[src/rtl/fetch_unit.sv]
// Instruction-fetch stage for the SimpleRisc core.
// Holds the PC, fetches 32-bit words over a req/ack handshake and presents a decoded
// valid/ready packet to decode. Accepts single-cycle redirects from execute.
// Optional: define FETCH_PERF_CNT_EN to add the perf_fetched / perf_stall counters.
module fetch_unit #(
  parameter int unsigned        ADDR_W   = 32,
  parameter logic [ADDR_W-1:0]  RESET_PC = '0
) (
  input  logic              clk,
  input  logic              reset,
  // Instruction memory
  output logic              imem_req,
  output logic [ADDR_W-1:0] imem_addr,
  input  logic              imem_ack,
  input  logic [31:0]       imem_data,
  // Redirect from execute
  input  logic              redirect,
  input  logic [ADDR_W-1:0] redirect_pc,
  // Packet to decode
  output logic              inst_valid,
  input  logic              inst_ready,
  output logic [ADDR_W-1:0] inst_pc,
  output logic [4:0]        opcode,
  output logic              i_bit,
  output logic [3:0]        rd,
  output logic [3:0]        rs1,
  output logic [3:0]        rs2,
  output logic [31:0]       immx,
`ifdef FETCH_PERF_CNT_EN
  output logic [31:0]       perf_fetched,
  output logic [31:0]       perf_stall,
`endif
  output logic [ADDR_W-1:0] branch_target
);

  typedef enum logic [1:0] {StFetch, StWait, StHold} state_e;

  state_e            state_q;
  logic [ADDR_W-1:0] pc_q;
  logic [ADDR_W-1:0] addr_q;
  logic [ADDR_W-1:0] inst_pc_q;
  logic [31:0]       inst_q;
  logic              req_q;
  logic              valid_q;
  logic              drop_q;

  logic [ADDR_W-1:0] redir_pc;
  logic [ADDR_W-1:0] pc_inc;
  logic [ADDR_W-1:0] br_off;
  logic              xfer;

  // Redirect targets are word aligned; the low two bits are cleared.
  assign redir_pc = redirect_pc & {{(ADDR_W-2){1'b1}}, 2'b00};
  assign pc_inc   = pc_q + {{(ADDR_W-3){1'b0}}, 3'd4};
  assign xfer     = valid_q && inst_ready;

  // Fetch FSM with registered handshake outputs; redirect takes priority everywhere.
  always_ff @(posedge clk or posedge reset) begin
    if (reset) begin
      state_q   <= StFetch;
      pc_q      <= RESET_PC;
      addr_q    <= RESET_PC;
      inst_pc_q <= RESET_PC;
      inst_q    <= '0;
      req_q     <= 1'b0;
      valid_q   <= 1'b0;
      drop_q    <= 1'b0;
    end else begin
      case (state_q)
        StFetch: begin
          if (redirect) begin
            pc_q <= redir_pc;
          end else begin
            addr_q  <= pc_q;
            req_q   <= 1'b1;
            state_q <= StWait;
          end
        end
        StWait: begin
          // The outstanding request completes at its original address even after a
          // redirect; its data is then dropped.
          if (redirect) begin
            pc_q <= redir_pc;
          end
          if (imem_ack) begin
            req_q <= 1'b0;
            if (redirect || drop_q) begin
              drop_q  <= 1'b0;
              state_q <= StFetch;
            end else begin
              inst_q    <= imem_data;
              inst_pc_q <= addr_q;
              valid_q   <= 1'b1;
              state_q   <= StHold;
            end
          end else if (redirect) begin
            drop_q <= 1'b1;
          end
        end
        StHold: begin
          if (redirect) begin
            pc_q    <= redir_pc;
            valid_q <= 1'b0;
            state_q <= StFetch;
          end else if (xfer) begin
            pc_q    <= pc_inc;
            valid_q <= 1'b0;
            state_q <= StFetch;
          end
        end
        default: begin
          req_q   <= 1'b0;
          valid_q <= 1'b0;
          state_q <= StFetch;
        end
      endcase
    end
  end

  // Field split and immediate extension straight from the instruction register.
  always_comb begin
    opcode = inst_q[31:27];
    i_bit  = inst_q[26];
    rd     = inst_q[25:22];
    rs1    = inst_q[21:18];
    rs2    = inst_q[17:14];
    unique case (inst_q[17:16])
      2'b01:   immx = {16'h0000, inst_q[15:0]};
      2'b10:   immx = {inst_q[15:0], 16'h0000};
      default: immx = {{16{inst_q[15]}}, inst_q[15:0]};
    endcase
  end

  // Branch offset is a signed word count; the sum wraps at ADDR_W bits.
  assign br_off        = {{(ADDR_W-27){inst_q[26]}}, inst_q[26:0]} << 2;
  assign branch_target = inst_pc_q + br_off;

  assign imem_req   = req_q;
  assign imem_addr  = addr_q;
  assign inst_valid = valid_q;
  assign inst_pc    = inst_pc_q;

`ifdef FETCH_PERF_CNT_EN
  logic [31:0] fetched_q;
  logic [31:0] stall_q;
  logic        stall;

  assign stall = (state_q == StWait) || ((state_q == StHold) && !inst_ready);

  // Saturating event counters.
  always_ff @(posedge clk or posedge reset) begin
    if (reset) begin
      fetched_q <= '0;
      stall_q   <= '0;
    end else begin
      if (xfer && (fetched_q != 32'hFFFF_FFFF)) begin
        fetched_q <= fetched_q + 32'd1;
      end
      if (stall && (stall_q != 32'hFFFF_FFFF)) begin
        stall_q <= stall_q + 32'd1;
      end
    end
  end

  assign perf_fetched = fetched_q;
  assign perf_stall   = stall_q;
`endif

endmodule
[config.mk]
export PLATFORM = sky130hd
export DESIGN_NAME = fetch_unit
export DESIGN_NICKNAME = d
export VERILOG_FILES = /design/src/rtl/fetch_unit.sv
export SDC_FILE = /design/constraint.sdc
export NUM_CORES = 1
export LEC_CHECK = 0
export BUFFER_PORTS_ARGS = -buffer_cell sky130_fd_sc_hd__buf_2
export CORE_ASPECT_RATIO = 1.2
export CORE_MARGIN = 4
export CORE_UTILIZATION = 53
export CTS_CLUSTER_DIAMETER = 100
export CTS_CLUSTER_SIZE = 20
export DETAILED_ROUTE_END_ITERATION = 16
export PLACE_DENSITY = 0.9
export SETUP_SLACK_MARGIN = 0.4
export SYNTH_ARGS = -nofsm -noshare
export SYNTH_HDL_FRONTEND = slang
export SYNTH_SLANG_ARGS = --single-unit
export TNS_END_PERCENT = 30
[constraint.sdc]
create_clock -name clk -period 5.18 [get_ports clk]
set_input_delay 0.777 -clock clk [delete_from_list [all_inputs] [get_ports clk]]
set_output_delay 0.777 -clock clk [all_outputs]
set_load 0.02 [all_outputs]
==> results of run 1 <==
-- through the flow --
stage / util / area [um^2] / std cells / hold slack [ps] / setup slack, ps
2_1_floorplan: - / 7540 / 763 / 482 / 1020
3_3_place_gp: 0.614 / 8520 / 1085 / 484 / 1560
3_5_place_dp: 0.614 / 8520 / 1085 / 498 / 1520
4_1_cts: 0.660 / 9160 / 1117 / 500 / 1040
5_1_grt: 0.660 / 9160 / 1117 / 530 / 878
6_report: 0.660 / 9160 / 1117 / 479 / 1040
-- cell families (layout without fill, tap and decap cells) --
group / after synthesis / count (layout) / synth area share
compound gates: 204 / 204 / 0.171
simple gates: 198 / 198 / 0.134
flops: 127 / 127 / 0.423
mux: 88 / 88 / 0.132
buf+inv: 80 / 263 / 0.0524
fa+ha+maj: 33 / 33 / 0.0559
xor+xnor: 27 / 27 / 0.0315
other cells: 1 / 6 / 0.000499
-- routing by layer --
layer,share of wire,up-vias,global-route usage
met5,0,-,0
met4,0.044,0,0.126
met3,0.055,69,0.0402
met2,0.50,287,0.417
met1,0.40,3153,0.313
li1,-,3057,-
-- sequential cells by signal, summed over array words and instances, names as in the netlist --
name        cells
imem_req        1
state_q         2
drop_q          1
pc_q           30
inst_pc        30
inst_q         32
inst_valid      1
imem_addr      30
-- synth_stat cells (3+ instances only) --
library cell / instances
dfrtp_1: 127
mux2_2: 88
a21oi_1: 76
nand2_1: 49
nor2_1: 49
o21ai_0: 40
ha_1: 32
clkbuf_1: 31
nand3_1: 31
a21o_1: 28
buf_4: 23
nor2b_1: 23
inv_1: 18
xnor2_1: 16
o22ai_1: 15
xor2_1: 11
nand4_1: 9
nor3_1: 8
a31oi_1: 6
buf_2: 6
and3_1: 5
a211oi_1: 4
o21a_1: 4
and2_1: 3
nand2b_1: 3
nor4_1: 3
o21bai_1: 3
-- how the worst max path moves through the flow --
stage                           from                end  slack [ps]  cells past startpoint
after floorplan                reset             drop_q        1020                      1
after global placement     inst_q[0]  branch_target[24]        1560                     12
after detailed placement   inst_q[0]  branch_target[24]        1520                     12
after CTS                 inst_pc[2]  branch_target[24]        1040                     12
after global routing      inst_pc[2]  branch_target[24]         880                     12
final                     inst_pc[2]  branch_target[24]        1040                     12
-- layout make-up --
type / count / area, um^2
multi-input cells: 556 / 3980
well taps: 171 / 214
clock buffers: 17 / 425
flip-flops and latches: 127 / 3180
repair buffers: 213 / 1080
fillers: 1014 / 4720
clock inverters: 15 / 206
inverters: 18 / 72.6
==> out/results.ini, run 1 <==
[floorplanning]
rows = 47
core-area_um2 = 13900
fp.dieArea_um2 = 16200
die_x_um = 117
pin_count = 217
initial_utilization = 0.542
fp.dieH_um = 138

[layout]
diodes = 0
drive_gt1_frac = 0.376
final_cell_mix = 208 x buf_2, 127 x dfrtp_1, 88 x mux2_2
nNetsFinal = 1035
final_common_cell = buf_2
syn2layout_area_growth_pct = 21.8

[logic_synthesis]
avgSynthCellArea_um2 = 9.92
synthArstFlopShare = 1.00
synth_edf_count = 0
synth_cells = 758
synth_top_area_share = 0.423
synthFlopType = dfrtp_1
ys_ff_latch = 127
synth_area_leaders = dfrtp_1 42%, mux2_2 13%, ha_1 5.3%, a21oi_1 5.1%, a21o_1 2.8%
ys_seq_area_frac = 0.423
syn_area_um2 = 7520
yosys.area.top_type = dfrtp_1
yosysWarningCount = 0
synth_cell_type_count = 65

[placement]
gp_congestion = 0.903
post-dp-hpwl_um = 15000
io_buffer_count = 208

[setup_path]
slowest_stage = or4b_1
crit_family = compound AO/OA/AOI/OAI gates
required_ps = 4400
cp_cell_sequence = ha_1, inv_1, fa_1, nor2b_4, o21ai_2, a21oi_2, o221ai_2, o21ai_2, o41ai_4, or4b_1, o211ai_1, buf_2
worstSetupEndpointType = primary output
worst-path-max-fanout = 4
arrival_ps = 3360
ff2ff_path_depth = 4
max_stage_delay_ps = 480
crit_path_start_kind = register
ff2ff_setup_slack_ps = 2360
rr_endpoint = inst_pc[2]
r2r-start = state_q[0]
crit_type = reg2out
crit_top_cell = o21ai_2
path_buf_inv = 2

[timing]
relSlewSlack = 0.243
worst_slew_pin_slew_ps = 1130
fin_crit_ps = 4140
slew_violations = 0
hold_viol_final = 0
fmax_mhz = 242
rsz0062_at_grt = no
tns_ps = 0
fin_skew_ps = 12.0
finalSetupViolCount = 0
min_period_over_period = 0.799

[routing]
vias_per_cell = 5.88
drc_errors = 0
vias = 6566
wl_per_cell_um = 18.4
drt_pre_antenna_iters = 5
drt_iter0_drc = 541
antenna_left = 0
finalWirelength_um = 20600

[global_route]
gr-usage-all-layers = 0.252
antenna_found_initial = 0
grt_max_degree = 76
grt_pass1_wl_um = 32500
first_global_vias = 6290
grt_overflow = 0

[clocking]
htree_levels = 4
clk_pin_slew_ps = 60
clkLatencyLatePin_ps = 420
ctsResizeCount = 0
cts-root-buf = clkbuf_16
cts_tree = built
cts_setup_buffers = 0
cts_hold_buffers = 0
numClockSinks = 127
numCtsBuffers = 17
cts_max_path_buffers = 2

[status]
status = finished clean

[worst_hold_path]
holdCritPathClass = in2async

[run]
cap_violations = 0

Power of run 1 is not shown: default switching activity piles up to over one toggle a cycle in this logic, so the estimate is an artifact.
==> run 2: changes to the inputs <==
--- a/config.mk
+++ b/config.mk
@@ -8,11 +8,11 @@
 export BUFFER_PORTS_ARGS = -buffer_cell sky130_fd_sc_hd__buf_2
 export CORE_ASPECT_RATIO = 1.2
 export CORE_MARGIN = 4
-export CORE_UTILIZATION = 53
+export CORE_UTILIZATION = 48
 export CTS_CLUSTER_DIAMETER = 100
 export CTS_CLUSTER_SIZE = 20
 export DETAILED_ROUTE_END_ITERATION = 16
-export PLACE_DENSITY = 0.9
+export PLACE_DENSITY = 0.87
 export SETUP_SLACK_MARGIN = 0.4
 export SYNTH_ARGS = -nofsm -noshare
 export SYNTH_HDL_FRONTEND = slang
==> constraint.sdc (replaced) <==
create_clock -name clk -period 3.5 [get_ports clk]
set_input_delay 0.525 -clock clk [delete_from_list [all_inputs] [get_ports clk]]
set_output_delay 0.525 -clock clk [all_outputs]
set_load 0.02 [all_outputs]
==> out/results.ini, run 2 (synthesis gave the netlist of run 1 again) <==
[layout]
fillers = 1221  ; +20%
multi_input_area_um2 = 4310  ; +8.3%
drive_gt1_frac = 0.429  ; +0.0528
nNetsFinal = 1050  ; +1.4%
postLayoutCoreUtil = 0.636  ; -0.0236
largest_reg_flops = 32  ; unchanged
final_cell_mix = 186 x buf_2, 124 x dfrtp_1, 88 x mux2_2
final_common_cell = buf_2
largest-register = inst_q
diodes = 0  ; unchanged
regArea_um2 = 3180  ; +0.12%
syn2layout_area_growth_pct = 28.7

[worst_hold_path]
holdCritPathClass = in2reg
min_from = imem_ack

[timing]
worst_slew_pin_slew_ps = 897  ; -235 ps
rsz0062_at_grt = yes
relSlewSlack = 0.402  ; +0.159
setup_ws_ps = -156  ; -1200 ps
hold_viol_final = 0  ; unchanged
fin_crit_ps = 3660
fin_skew_ps = 8.70  ; -3.31 ps
finalSetupViolCount = 3  ; +3
slew_violations = 0  ; unchanged
fmax_mhz = 274
min_period_over_period = 1.04

[setup_path]
critPathLaunch = inst_q[0]
arrival_ps = 3130  ; -230 ps
r2r-start = pc_q[2]
worstSetupEndpointType = primary output
crit_type = reg2out
required_ps = 2970  ; -1430 ps
worst-path-max-fanout = 4  ; unchanged
crit_path_start_kind = register

[status]
violations = negative setup slack
status = finished, violations left

[clocking]
numCtsBuffers = 17  ; unchanged
cts_hold_buffers = 0  ; unchanged
cts_tree = built
cts_max_path_buffers = 2  ; unchanged
clk_pin_slew_ps = 60  ; about the same
cts-root-buf = clkbuf_16
htree_levels = 4  ; unchanged
numClockSinks = 127  ; unchanged
clkLatencyLatePin_ps = 410  ; about the same

[routing]
drt_iter0_drc = 556  ; +2.8%
antenna_left = 0  ; unchanged
drc_errors = 0  ; unchanged
vias_per_cell = 5.78  ; -1.7%
drt_pre_antenna_iters = 5  ; unchanged
finalWirelength_um = 22000  ; +6.9%
vias = 6724  ; +2.4%
wl_per_cell_um = 18.9  ; +2.6%

[placement]
io_buffer_count = 208  ; unchanged
gp_congestion = 0.866  ; -4.1%
post-dp-hpwl_um = 15300  ; +1.9%

[floorplanning]
initial_utilization = 0.494  ; -0.0472
rows = 49  ; +4.3%
fp.dieH_um = 145  ; +4.8%
fp.dieArea_um2 = 17700  ; +9.7%
die_x_um = 122  ; +4.7%
pin_count = 217  ; unchanged
core-area_um2 = 15200  ; +9.6%

[global_route]
grt_pass1_wl_um = 34200  ; +5.3%
grt_overflow = 0  ; unchanged
gr-usage-all-layers = 0.240  ; -0.0113
antenna_found_initial = 0  ; unchanged
grt_max_degree = 128  ; +68%
first_global_vias = 6608  ; +5.1%

[run]
cap_violations = 0  ; unchanged

[run 2: cell count changes in the layout (fill, tap and decap cells not counted), moves of 7 or more]
cell     before  now
ha_4          0    7
buf_4         5   37
ha_1         32   19
buf_2       208  186
o21ai_0      40   33
[run 2: what timing repair did]
item,CTS,global route
endpoints found under the setup margin,17,22
buffers inserted,9,2
pin swaps,32,26
gates resized for setup,58,33
[run 2: path summary, 6_finish.rpt]
check / endpoint / slack (ps) / depth (start not counted)
max in group asynchronous: inst_pc[5] / 2650 / 3
hold reg to reg: inst_q[27] / 500 / 1
hold / removal: drop_q / 290 / 2
setup reg to reg: pc_q[28] / 1000 / 8
setup / recovery: branch_target[24] / -160 / 12
min in group asynchronous: imem_addr[29] / 310 / 3
[run 2: worst max-delay path, stage by stage (launching register included)]
cell      delay, ps
dfrtp_1         390
ha_2            200
inv_2            70
fa_2            240
nor2b_4          50
o21ai_4         200
a21oi_4         100
o221ai_4        320
o21ai_4         110
o41ai_4         280
or4b_1          470
o211ai_1        110
buf_4           170
[run 2: layout make-up]
| cell class | count | area share |
|---|---|---|
| clock inverter | 8 | 0.00854 |
| multi-input combinational | 556 | 0.446 |
| inverter | 18 | 0.00737 |
| sequential | 127 | 0.329 |
| clock buffer | 23 | 0.0505 |
| tap | 204 | 0.0264 |
| timing repair buffer | 228 | 0.133 |
[run 2: per-layer routing]
metal,share of wire,vias to the layer above,global-route usage
li1,-,3098,-
met1,0.40,3257,0.288
met2,0.50,290,0.414
met3,0.058,79,0.0475
met4,0.042,0,0.103
met5,0,-,0
[run 2: metrics by stage]
stage / setup slack (ps) / cells / cell area (um^2) / hold slack (ps) / setup TNS (ps)
floorplan: 326 / 763 / 7540 / 482 / 0
global placement: 153 / 1122 / 8620 / 485 / 0
detailed placement: 99.4 / 1122 / 8620 / 491 / 0
CTS: -99.1 / 1162 / 9510 / 271 / -220
global route: -253 / 1164 / 9670 / 274 / -716
finish: -156 / 1164 / 9670 / 289 / -389
Power of run 2 is left out for the same reason.
